[config.mk]
export PLATFORM = sky130hd
export DESIGN_NAME = fetch_unit
export DESIGN_NICKNAME = d
export VERILOG_FILES = /design/src/rtl/cpu_types_pkg.sv /design/src/rtl/fetch_unit.sv
export SDC_FILE = /design/constraint.sdc
export NUM_CORES = 1
export LEC_CHECK = 0
export ABC_AREA = 1
export BUFFER_PORTS_ARGS = -buffer_cell sky130_fd_sc_hd__clkbuf_2
export CORE_ASPECT_RATIO = 0.7
export CORE_UTILIZATION = 59
export CTS_CLUSTER_DIAMETER = 60
export CTS_CLUSTER_SIZE = 40
export DETAILED_ROUTE_END_ITERATION = 8
export GPL_TIMING_DRIVEN = 0
export MAX_ROUTING_LAYER = met4
export PLACE_DENSITY_LB_ADDON = 0.15
export RECOVER_POWER = 50
export SLEW_MARGIN = 20
export SYNTH_ARGS = -nofsm -noshare
export SYNTH_HDL_FRONTEND = slang
export SYNTH_SLANG_ARGS = --single-unit
[constraint.sdc]
create_clock -name CLK -period 5.2 [get_ports CLK]
set_clock_uncertainty 0.1 [all_clocks]
set_input_delay 0.26 -clock CLK [delete_from_list [all_inputs] [get_ports CLK]]
set_output_delay 0.26 -clock CLK [all_outputs]
set_load 0.02 [all_outputs]
[src/rtl/cpu_types_pkg.sv]
// ---------------------------------------------------------------------------
// cpu_types_pkg
//
// Shared types for the 5-stage MIPS pipeline.
//   word_t         - 32-bit machine word / address
//   opcode_t       - 6-bit primary opcode field (instr[31:26])
//   HALT           - opcode that stops instruction fetch
//   fetch_state_t  - fetch stage FSM states (IDLE, FETCH, HOLD, HALTED)
// Helper functions:
//   align_word()   - clears the byte-offset bits of an address
//   is_halt()      - true when an instruction word carries the HALT opcode
// ---------------------------------------------------------------------------
package cpu_types_pkg;

    typedef logic [31:0] word_t;
    typedef logic [5:0]  opcode_t;

    localparam opcode_t HALT = 6'b111111;

    // Fixed encodings so that older netlists and waveform scripts that refer
    // to the raw two-bit state values keep working.
    localparam logic [1:0] ST_IDLE   = 2'd0;
    localparam logic [1:0] ST_FETCH  = 2'd1;
    localparam logic [1:0] ST_HOLD   = 2'd2;
    localparam logic [1:0] ST_HALTED = 2'd3;

    typedef enum logic [1:0] {
        IDLE   = ST_IDLE,
        FETCH  = ST_FETCH,
        HOLD   = ST_HOLD,
        HALTED = ST_HALTED
    } fetch_state_t;

    // Instruction addresses are always word aligned; the low two bits of any
    // externally supplied target are simply dropped.
    function automatic word_t align_word(input word_t addr);
        return {addr[31:2], 2'b00};
    endfunction

    function automatic logic is_halt(input word_t instr);
        return (instr[31:26] == HALT);
    endfunction

endpackage

[src/rtl/fetch_unit.sv]
// ---------------------------------------------------------------------------
// fetch_unit
//
// Instruction-fetch stage of the 5-stage MIPS pipeline. Owns the PC, talks to
// instruction memory with a hold-until-hit request handshake and produces the
// write/flush controls and payload for the IF/ID pipeline register.
//
// Ports:
//   CLK            in   rising-edge clock
//   nRST           in   asynchronous active-low reset
//   imemREN        out  instruction read request
//   imemaddr       out  word-aligned request address (== pc while requesting)
//   ihit           in   imemload is valid for the current request
//   imemload       in   instruction word returned by memory
//   stall          in   decode/hazard stall, IF/ID must hold
//   redirect       in   taken branch/jump from a later stage
//   redirect_addr  in   redirect target (low two bits ignored)
//   ifW            out  IF/ID write enable
//   ifRST          out  IF/ID flush (writes a bubble when ifW=1)
//   ifinstr        out  instruction presented to IF/ID
//   ifJALjump_addr out  PC+4 of the presented instruction (JAL link value)
//   fetch_halted   out  a HALT has been fetched and fetching has stopped
// ---------------------------------------------------------------------------
module fetch_unit
    import cpu_types_pkg::*;
#(
    parameter word_t PC_INIT = 32'h0000_0000
) (
    input  logic        CLK,
    input  logic        nRST,
    output logic        imemREN,
    output logic [31:0] imemaddr,
    input  logic        ihit,
    input  logic [31:0] imemload,
    input  logic        stall,
    input  logic        redirect,
    input  logic [31:0] redirect_addr,
    output logic        ifW,
    output logic        ifRST,
    output logic [31:0] ifinstr,
    output logic [31:0] ifJALjump_addr,
    output logic        fetch_halted
);

    fetch_state_t state, state_n;

    // pc is the address of the request in flight (or the next one to issue).
    // While a redirect arrives mid-request, the target is parked in tgt and
    // drop_pend marks the returning word as wrong-path so the address seen by
    // memory never changes before ihit.
    word_t pc, pc_n;
    word_t tgt, tgt_n;
    logic  drop_pend, drop_pend_n;

    // A word that hit while decode was stalled is parked here until IF/ID
    // can accept it, so memory is never asked for the same word twice.
    word_t hold_instr, hold_instr_n;
    word_t hold_npc, hold_npc_n;

    word_t pc_plus4;
    word_t redir_tgt;
    logic  fetching;
    logic  deliver_fetch;
    logic  deliver_hold;
    logic  valid;

    assign pc_plus4  = pc + 32'd4;
    assign redir_tgt = align_word(redirect_addr);
    assign fetching  = (state == FETCH);

    // A fresh word goes straight to IF/ID only when nothing outranks it:
    // redirect first, then a wrong-path drop, then the decode stall.
    assign deliver_fetch = fetching && ihit && !redirect && !drop_pend && !stall;
    assign deliver_hold  = (state == HOLD) && !redirect && !stall;
    assign valid         = deliver_fetch || deliver_hold;

    // Output decode. Everything is forced low while nRST is asserted so the
    // IF/ID register sees no write and memory sees no request during reset,
    // even in the cycle the reset lands mid-request.
    always_comb begin
        imemREN        = 1'b0;
        imemaddr       = '0;
        ifW            = 1'b0;
        ifRST          = 1'b0;
        ifinstr        = '0;
        ifJALjump_addr = '0;
        fetch_halted   = 1'b0;
        if (nRST) begin
            imemREN      = fetching;
            imemaddr     = fetching ? pc : '0;
            ifW          = redirect || !stall;
            ifRST        = redirect || !valid;
            fetch_halted = (state == HALTED);
            if (deliver_fetch) begin
                ifinstr        = imemload;
                ifJALjump_addr = pc_plus4;
            end else if (deliver_hold) begin
                ifinstr        = hold_instr;
                ifJALjump_addr = hold_npc;
            end
        end
    end

    // Next-state logic for the FSM, the PC and the parked redirect / held
    // instruction registers.
    always_comb begin
        state_n      = state;
        pc_n         = pc;
        tgt_n        = tgt;
        drop_pend_n  = drop_pend;
        hold_instr_n = hold_instr;
        hold_npc_n   = hold_npc;

        case (state)
            IDLE: begin
                state_n = FETCH;
                if (redirect) begin
                    pc_n = redir_tgt;
                end
            end

            FETCH: begin
                if (redirect) begin
                    if (ihit) begin
                        // Request completes this cycle: the word is wrong-path
                        // and the new target can be issued next cycle.
                        pc_n        = redir_tgt;
                        drop_pend_n = 1'b0;
                    end else begin
                        // Request still open: keep the address stable and
                        // remember where to go once it finally hits.
                        tgt_n       = redir_tgt;
                        drop_pend_n = 1'b1;
                    end
                end else if (ihit) begin
                    if (drop_pend) begin
                        pc_n        = tgt;
                        drop_pend_n = 1'b0;
                    end else if (stall) begin
                        hold_instr_n = imemload;
                        hold_npc_n   = pc_plus4;
                        pc_n         = pc_plus4;
                        state_n      = HOLD;
                    end else begin
                        pc_n = pc_plus4;
                        if (is_halt(imemload)) begin
                            state_n = HALTED;
                        end
                    end
                end
            end

            HOLD: begin
                if (redirect) begin
                    pc_n    = redir_tgt;
                    state_n = FETCH;
                end else if (!stall) begin
                    state_n = is_halt(hold_instr) ? HALTED : FETCH;
                end
            end

            HALTED: begin
                // A redirect means the HALT sat on a wrong path.
                if (redirect) begin
                    pc_n    = redir_tgt;
                    state_n = FETCH;
                end
            end

            default: begin
                state_n = IDLE;
            end
        endcase
    end

    // State and datapath registers. Reset abandons any request in flight;
    // whatever memory returns afterwards is ignored because the FSM restarts
    // from IDLE and does not look at ihit there.
    always_ff @(posedge CLK or negedge nRST) begin
        if (!nRST) begin
            state      <= IDLE;
            pc         <= PC_INIT;
            tgt        <= '0;
            drop_pend  <= 1'b0;
            hold_instr <= '0;
            hold_npc   <= '0;
        end else begin
            state      <= state_n;
            pc         <= pc_n;
            tgt        <= tgt_n;
            drop_pend  <= drop_pend_n;
            hold_instr <= hold_instr_n;
            hold_npc   <= hold_npc_n;
        end
    end

endmodule

After elaboration in Yosys (flattened, before gate mapping)
Cells that the tools add are included.
{ "word_totals": {"ff_bits": 129, "latchBits": 0, "ram_bits": 0, "rom_bits": 0, "input_bits": 69, "word_cells": 74, "memories": 0} }
{ "classes": {"addsub": 1, "mul": 0, "div": 0, "order_cmp": 0, "eq_ne": 12, "n_shift": 0, "muxes": 31, "bitwise_logic": 3, "n_reduce_logical": 21} }
{ "ops": {"columns": ["cell", "count"], "rows": [
  ["32-bit 2-to-1 mux", 13],
  ["32-bit case mux with 2 select lines", 1],
  ["32-bit by 3-bit adder with 32-bit output (second input constant)", 1],
  ["2-bit 2-to-1 mux", 9],
  ["6-bit equality test (second input constant)", 2],
  ["2-bit inequality test (second input constant)", 4],
  ["2-bit case mux with 4 select lines", 1],
  ["1-bit 2-to-1 mux", 7],
  ["1-bit logical AND", 6],
  ["6-bit AND reduction", 1],
  ["5-bit AND reduction", 1],
  ["2-bit equality test (second input constant)", 2],
  ["1-bit zero test", 4],
  ["2-bit AND reduction", 2],
  ["1-bit logical OR", 3],
  ["3-bit by 2-bit inequality test with 1-bit output (second input constant)", 1],
  ["3-bit inequality test (second input constant)", 1],
  ["1-bit inverter", 3],
  ["3-bit AND reduction", 1],
  ["3-bit OR reduction", 1],
  ["2-bit by 1-bit equality test with 1-bit output (second input constant)", 1],
  ["2-bit zero test", 1],
  ["2-bit by 1-bit inequality test with 1-bit output (second input constant)", 1],
  ["2-bit nonzero test", 1]
]} }

Logic depth before layout (Yosys ltp)
Gate-level depths: netlist (run 1).
{ "depth": {"depth_word": 9, "depth_mapped": 11, "depth_no_buf": 11} }

Worst setup path after synthesis (run 1)
No wires, ideal clock.
{ "synth_timing": {"path_type": "reg-to-output", "start": "register state[1]", "end": "output ifinstr[24]", "arrival_ps": 1818, "slack_ps": 3022, "stages_incl_launch_ff": 10, "n_path_buf": 1, "cell_sequence": "dfrtp_1 inv_1 ha_1 inv_1 nor2_1 nand2_2 clkinv_2 buf_4 a21oi_1 a211oi_1"} }
{ "synth_via": {"elab_chain_len": 7} }
{ "synth_rtl": {"columns": ["element", "line", "text"], "rows": [
  ["start: declaration", "fetch_unit.sv:45", "fetch_state_t state, state_n;"],
  ["start signal: assignment", "fetch_unit.sv:188", "state <= state_n;"],
  ["2-bit by 1-bit equality test with 1-bit output", "fetch_unit.sv:69", "assign fetching = (state == FETCH);"],
  ["1-bit logical AND (4 in series)", "fetch_unit.sv:73", "assign deliver_fetch = fetching && ihit && !redirect && !drop_pend && !stall;"],
  ["32-bit 2-to-1 mux *", "fetch_unit.sv:94", "if (deliver_fetch) begin"],
  ["32-bit 2-to-1 mux *", "fetch_unit.sv:88", "if (nRST) begin"],
  ["end: declaration", "fetch_unit.sv:40", "output logic [31:0] ifinstr,"]
]} }
Mark *: on every way between the ends. The rest lies on a longest branch, timed or not.

Worst setup path after layout (run 1)
{ "layout_timing": {"start": "input nRST", "end": "output ifinstr[27]"} }
{ "layout_via": {"elab_chain_len": 1} }
{ "layout_rtl": {"columns": ["element", "line", "text"], "rows": [
  ["start: declaration", "fetch_unit.sv:30", "input logic nRST,"],
  ["32-bit 2-to-1 mux", "fetch_unit.sv:88", null]
]} }
No other way between the ends.

==> results of run 1 <==
worst max-delay path, delay by kind of cell:
family,cells,cell delay [ps]
AOI/OAI and AO/OA,1,320
buffers and inverters,8,2490
placed cells by master (no fill, tap or decap), types with 2 or more instances in the layout:
cell type	Yosys	final
nand2_2	3	3
clkinvlp_4	0	2
and2_1	3	3
dlygate4sd3_1	0	23
a31oi_1	16	16
dfrtp_1	125	125
nor3_1	2	3
nor2_2	8	8
clkinv_4	0	3
clkbuf_2	0	160
a22oi_1	17	17
inv_1	130	130
ha_1	4	4
clkbuf_16	0	17
o21ai_0	43	48
nor2_4	5	5
inv_6	0	5
mux2_2	6	6
bufinv_16	0	3
clkinv_2	1	3
conb_1	1	4
clkbuf_1	28	34
buf_2	24	20
nor2_1	134	134
a21oi_1	152	152
a211oi_1	31	31
buf_1	2	2
o31ai_1	4	4
and2_4	2	2
nand2_1	219	219
nand4_1	2	2
buf_4	15	13
nand3_1	59	60
nand2_4	2	2
xor2_1	7	7
o21ai_1	17	13
inv_2	5	4
area by class of cell:
cell class,instances,area (um^2)
fillers,1004,3029
multi-input cells,747,3620
inverters,136,511.7
clock buffers,17,425.4
repair buffers,185,1072
plain buffers,69,332.8
clock inverters,15,185.2
well taps,162,202.7
flip-flops and latches,125,3128
registers in the layout (all words and copies together) (netlist names):
signal      count
drop_pend       1
hold_instr     32
hold_npc       30
tgt            30
state           2
pc             30
path summary, 6_finish.rpt:
kind | startpoint | to | slack, ps | cells past startpoint
hold / removal | redirect_addr[5] | tgt[5] | -8 | 3
max in group asynchronous | nRST | pc[15] | 3990 | 3
setup / recovery | nRST | ifinstr[27] | 1700 | 9
hold reg to reg | hold_npc[9] | hold_npc[9] | 380 | 2
setup reg to reg | state[1] | drop_pend | 2800 | 6
min in group asynchronous | nRST | hold_instr[9] | 230 | 2
power by group through the flow:
stage                     Clock [W]  Combinational [W]  Sequential (W)
after floorplan                   0            0.00146         0.00167
after global placement            0            0.00201         0.00174
after detailed placement          0            0.00205         0.00175
after CTS                   0.00124            0.00209         0.00175
after global routing        0.00129            0.00235         0.00180
final                       0.00125            0.00213         0.00176
routing by layer:
| layer | up-vias | wire length (um) | share of wire, % |
|---|---|---|---|
| li1 | 3913 | - | - |
| met1 | 3945 | 10960 | 43 |
| met2 | 497 | 11050 | 44 |
| met3 | 57 | 2691 | 11 |
| met4 | 0 | 626 | 2.5 |
| met5 | - | 0 | 0 |
metrics by stage:
| stage | worst slack, ps | instance area (um^2) | util [%] | total power (W) |
|---|---|---|---|---|
| finish | 1699 | 9478 | 75.78 | 0.005146 |
| global route | 1537 | 9478 | 75.78 | 0.005441 |
| detailed placement | 2324 | 8663 | 69.27 | 0.003807 |
| floorplan | 3022 | 7619 | - | 0.003131 |
| CTS | 1738 | 9504 | 75.99 | 0.005084 |
| global placement | 473.9 | 8627 | 68.98 | 0.003744 |
cells by family (layout without fill, tap and decap cells):
group                    Yosys count  count (layout)  synth area share [%]
AO/OA/AOI/OAI                    282             282                 20.63
XOR/XNOR                           7               7                0.8059
adder cells (fa/ha/maj)            4               4                0.6579
buffers and inverters            205             422                 11.27
flip-flops                       125             125                 41.12
multiplexers                       6               6                0.8881
other                              1               4               0.04929
AND/OR/NAND/NOR                  444             444                 24.59
timing repair:
| item | 4_1_cts | 5_1_grt |
|---|---|---|
| setup buffers | 0 | 0 |
| hold buffers | 23 | 0 |
| endpoints found under the hold margin | 58 | 0 |
| endpoints found under the setup margin | 0 | 0 |
==> run metrics, run 1 <==
worst-path cell chain dlygate4sd3_1 -> clkbuf_8 -> buf_16 -> buf_2 -> inv_2 -> clkbuf_1 -> clkbuf_1 -> a211oi_1 -> clkbuf_2; Net Sw Frac between 40% and 50%; Period minus WS final roughly 3500 ps; RSZ-0062 raised after global routing no; Top cell by count, worst path clkbuf_1; Yosys top cell area share between 40% and 50%; Sw Pwr 0.002264 W; crit path kind in2out; placed cell count 1401; FMAX 0.2857 GHz; Std-Cell Rows 34; CTS tree built; Clock Tree Root clkbuf_16; Max Fanout on Critical Path 90; # Max-Cap Violations 0; Die Area 13360 um^2; critical path arrival 3140 ps; Crit. End Element output port; Layout Nets about 1400; post-synthesis sequential area ratio between 40% and 50%; chip width 137.7 um; Clock transition at path regs 60 ps; Post-Route WL 25330 um; fin. max-slew vios 0; Fin. Hold Viols 11; post-synthesis cell count approximately 1100; Leak between 4 and 5 nW; hold crit path type in2reg; outcome finished with violations; die height 97.01 um; Core Region between 10000 and 15000 um^2; share of layout cells above drive strength 1 20.09%; antenna cell count 0; failing checks negative hold slack; first-pass GRT wire length a little under 40000 um; Mapped Area 7607 um^2; Cell Pwr Density 542.9 nW/um^2; routability cong. 0.9624; GR peak layer met2; grt ovf 0; most frequent cells after synthesis nand2_1 (219), a21oi_1 (152), nor2_1 (134); number of gates resized after cts 0; met1 GRT Util between 50 and 60%; DR WL/cell roughly 17 um; final hold slack -7.727 ps; Total Routing Usage GR 39.88%; Skew-Pair Late Insertion Delay between 400 and 500 ps; global-route met2 utilization 56.67%; Ys Warns 0; Syn Area/Cell slightly above 7 um^2; met3 Usage GRT under 10%; Post-synth ARST share between 90% and 100%; Final ANT Viol Nets 0; setup TNS 0 ps; Power Internal between 0.002 and 0.003 W; worst path required time approximately 4800 ps; #FFs+latches synth 125; htree depth 4; Post-synth EDFFs 0; pin count of the biggest net entering global routing 91; max incr delay on CP 560 ps; crit share post-route between 60% and 70%; antenna violations before repair 0; Worst Max-Slew Pin Slew 729.0 ps; clock buffer depth 2; Via Count 8412; # IOs 169; via-per-instance ratio 5.777; vias in the first global route between 7000 and 8000; post-synth cell types 35; area leader, netlist dfrtp_1; TritonCTS Buffers 17; count leader, synth nand2_1; combinational fraction of design power 41.4%; DRT Pass-1 Iters 5; CP max stage cell dlygate4sd3_1; Max VDD drop 321.0 uV; CP Launch Type input pin; relative slew slack 51.40%; ys flop type dfrtp_1; drt initial violations 812; Clock Power Share 24.3%; P&R area growth vs syn 24.59%; I/O Buffers 161; Layout Cells excl Fill between 1000 and 1500; share of power burned in registers 34.2%; DRC violations left 0; DP HPWL between 15000 and 20000 um; Starting Density 60.82%; CTS Sinks 125; Area contributors post-synth dfrtp_1 (41%), nand2_1 (11%), a21oi_1 (10%), nor2_1 (6.6%), inv_1 (6.4%); final-report setup violation count 0
(Power assumes the default switching activity.)
==> inputs of run 2 (changes only) <==
CORE_UTILIZATION = 50   (was 59)
clock period = 3.2 ns   (was 5.2 ns; I/O delays follow)
==> run metrics, run 2 (synthesis gave the netlist of run 1 again) <==
Leak 5.079 nW; hold crit path type in2reg; first-pass GRT wire length 40810 um; Final ANT Viol Nets 0; Std-Cell Rows 37; Core Region 14770 um^2; CTS Hold Bufs 65; clock buffer depth 2; Layout Nets 1396; final hold slack 162.6 ps; most frequent cells in the layout nand2_1 (219), clkbuf_2 (161), a21oi_1 (152), nor2_1 (134), inv_1 (130); drt initial violations 832; antenna cell count 0; Crit. End Element output port; Period minus WS final 3009 ps; worst-path cell chain dlygate4sd3_1 -> clkbuf_8 -> buf_16 -> buf_2 -> inv_2 -> clkbuf_1 -> clkbuf_1 -> a211oi_1 -> clkbuf_2; grt ovf 0; relative slew slack 3.625%; Top cell by count, worst path clkbuf_1; # Max-Cap Violations 0; CTS tree built; DRT Pass-1 Iters 6; RSZ-0062 raised after global routing no; Clock Tree Root clkbuf_16; Layout fillers 1337; number of gates resized after cts 0; max reg flops 32; via-per-instance ratio 5.532; DR WL/cell 16.94 um; TritonCTS Buffers 17; final-report setup violation count 0; max incr delay on CP 550 ps; fin. max-slew vios 0; setup TNS 0 ps; Starting Density roughly half; Max VDD drop 402.0 uV; Via Count 8469; Max Fanout on Critical Path 69; antenna violations before repair 0; fin util 67.51%; FMAX approximately 0.33 GHz; Tot Pwr 0.008479 W; worst path required time 2940 ps; chip width ~150 um; CP max stage cell dlygate4sd3_1; # IOs between 150 and 200; Fin. Hold Viols 0; Top reg by flops hold_instr; crit path kind in2out; Worst Max-Slew Pin Slew 1446 ps; Clock transition at path regs 60 ps; leading cell type in the layout, fill and taps excluded nand2_1; DRC violations left 0; Skew-Pair Late Insertion Delay 420 ps; CTS Sinks 125; pin count of the biggest net entering global routing 70; die height 105.2 um; Die Area approximately 16000 um^2; routability cong. ~1; Total Routing Usage GR about a third; Cell Pwr Density 850.5 nW/um^2; P&R area growth vs syn 31.05%; vias in the first global route 7841; outcome complete, no violations; DP HPWL 18420 um; critical path arrival 2750 ps; I/O Buffers 161; flop2flop setup slack 770 ps; placed cell count between 1000 and 1500; share of layout cells above drive strength 1 between 10% and 20%; htree depth 4; CP Launch Type input pin; Post-Route WL between 20000 and 30000 um; Layout Cells excl Fill roughly 1500; setup bufs post-CTS 0; crit share post-route 94.03%
-- run 2: critical path: cells and delay by family --
kind	cells	cell delay (ps)
buf+inv	8	2400
compound gates	1	120
-- run 2: final timing paths --
kind	cells after the start	from	end
min in group asynchronous	3	nRST	hold_instr[12]
worst max-delay path	9	nRST	ifinstr[24]
worst min-delay path	4	stall	state[0]
worst max register to register	8	state[1]	hold_instr[29]
worst min register to register	2	hold_npc[6]	hold_npc[6]
max in group asynchronous	3	nRST	tgt[16]
-- run 2: area by class of cell --
type                    instances  area (um^2)  area share, %
flip-flops and latches        125         3128          31.38
repair buffers                227         1488          14.92
plain buffers                  69        332.8          3.338
inverters                     136        511.7          5.133
well taps                     195        244.0          2.447
multi-input cells             747         3620          36.31
clock inverters                14        206.4          2.071
clock buffers                  18        439.2          4.405
-- run 2: power by group --
group          internal (W)  switching, W
Clock               0.00134      0.000807
Sequential          0.00234      0.000503
Combinational       0.00114       0.00235
Total               0.00482       0.00366
-- run 2: layer usage --
metal | wire, um | global-route usage (%)
met1 | 11810 | 50.31
met2 | 11110 | 48.31
met3 | 2482 | 6.288
met4 | 529 | 10.79
met5 | 0 | -
-- run 2: through the flow --
step                      instance area [um^2]  setup slack, ps
after floorplan                           7619             1122
after global placement                    8668            -1414
after detailed placement                  8705            423.4
after CTS                                10020            229.5
after global routing                      9970            31.59
final                                     9970            190.9
==> inputs of run 3 (changes only) <==
RECOVER_POWER = not set   (was 50)
==> run metrics, run 3 (synthesis gave the netlist of run 1 again) <==
Worst Max-Slew Pin Slew 734.6 ps; DRT Pass-1 Iters 6; Skew-Pair Late Insertion Delay 420 ps; relative slew slack 51.03%; DRC violations left 0; Top cell by count, worst path clkbuf_1; Worst Reg-to-Reg Cells 9; # IOs about 170; pin count of the biggest net entering global routing 70; worst reg2reg path startpoint pc[2]; P&R area growth vs syn 31.69%; Via Count 8484; CP Launch Type input pin; worst path required time slightly below 3000 ps; worst setup margin 187.0 ps; RSZ-0062 raised after global routing no; share of layout cells above drive strength 1 20.28%; flop2flop setup slack 1030 ps; Design Area, Final ~10000 um^2; vias in the first global route between 7000 and 8000; die height 105.2 um; Top reg by flops hold_instr; DP HPWL 18420 um; fin util 67.84%; Core Region 14770 um^2; grt ovf 0; CTS Sinks 125; pre-CTS setup slack about 420 ps; hold crit path type in2reg; I/O Buffers ~160; crit path kind in2out; Starting Density 51.51%; first-pass GRT wire length 40810 um; fin. max-slew vios 0; final-report setup violation count 0; Clock Tree Root clkbuf_16; number of gates resized after cts 0; Total Routing Usage GR about a third; Crit. End Element output port; Leak 5.110 nW; Max VDD drop 400.8 uV; Fin. Hold Viols 0; Die Area between 15000 and 20000 um^2; WHS Path Cells 4; Clock transition at path regs roughly 60 ps; chip width 149.4 um; worst-path cell chain dlygate4sd3_1 -> clkbuf_8 -> buf_16 -> buf_2 -> inv_2 -> clkbuf_1 -> clkbuf_1 -> a211oi_1 -> clkbuf_2; outcome complete, no violations; leading cell type in the layout, fill and taps excluded nand2_1; Cell Pwr Density 847.5 nW/um^2; critical path depth 9; drt initial violations 900; # Max-Cap Violations 0; max incr delay on CP 540 ps; largest delay contributor family on the critical path buffers and inverters; critical path startpoint nRST; most frequent cells in the layout nand2_1 (219), clkbuf_2 (160), a21oi_1 (152), nor2_1 (134), inv_1 (130); Max Fanout on Critical Path around 70; crit share post-route 94.16%; worst path bufs/invs 8; TritonCTS Buffers 17; Tot Pwr around 0.0085 W; DR WL/cell roughly 17 um; CP max stage cell dlygate4sd3_1; critical path arrival around 2800 ps; Worst Setup EP ifinstr[25]; antenna cell count 0; CTS tree built; via-per-instance ratio around 5.5; Std-Cell Rows 37; Post-Route WL approximately 26000 um; Final ANT Viol Nets 0; routability cong. 1.015; setup TNS 0 ps; htree depth 4; Period minus WS final roughly 3000 ps; FMAX 0.3319 GHz; antenna violations before repair 0; worst r2r dst pc[12]; max reg flops 32; clock buffer depth 2; Layout Nets 1396; Placed Area 8705 um^2
[run 3: changes by cell type in the layout (fill, tap and decap cells not counted), moves of 2 or more]
cell      delta
buf_2        +4
buf_4        +2
clkbuf_1     -6
o21ai_0      -5
o21ai_1      +4
[run 3: metrics by stage]
stage / hold WS, ps / instances
2_1_floorplan: -235.6 / 1077
3_3_place_gp: 304.1 / 1433
3_5_place_dp: 68.23 / 1434
4_1_cts: 147.8 / 1531
5_1_grt: 214.2 / 1531
6_report: 164.4 / 1531
[run 3: repair_timing]
item	CTS	global route
setup buffers	0	0
endpoints found under the hold margin	148	0
hold buffers	65	0
[run 3: how the worst min path moves through the flow]
stage	startpoint	endpoint	slack, ps
global placement	imemload[31]	hold_instr[31]	300
CTS	stall	state[0]	150
finish	stall	state[0]	160
global route	stall	state[0]	210
floorplan	nRST	drop_pend	-240
detailed placement	nRST	hold_instr[10]	70
[run 3: where the power goes]
group          total (W)  internal (W)  switching [W]
logic            0.00350       0.00115        0.00235
registers        0.00285       0.00234       0.000502
clock network    0.00215       0.00134       0.000806
[run 3: worst register-to-register path, delay by kind of cell, from the launching register on]
family | cells | cell delay (ps)
AO/OA/AOI/OAI | 1 | 130
adder cells (fa/ha/maj) | 1 | 250
buffers and inverters | 2 | 330
flip-flops | 1 | 460
AND/OR/NAND/NOR | 5 | 820
[run 3: cell type report]
class                      count  area [um^2]
buffer                        69        345.3
clock buffer                  18        439.2
clock inverter                14        206.4
fill                        1325         4750
inverter                     136        511.7
multi-input combinational    747         3633
sequential                   125         3128
tap                          195        244.0
timing repair buffer         227         1510
[run 3: metal layers]
layer	up-vias	GRT usage, %	routed length [um]	share of wire, %
met5	-	-	0	0
met4	0	10.79	576	2.2
met3	51	6.288	2456	9.5
met2	469	48.31	10970	42
met1	3967	50.31	11850	46
li1	3997	-	-	-
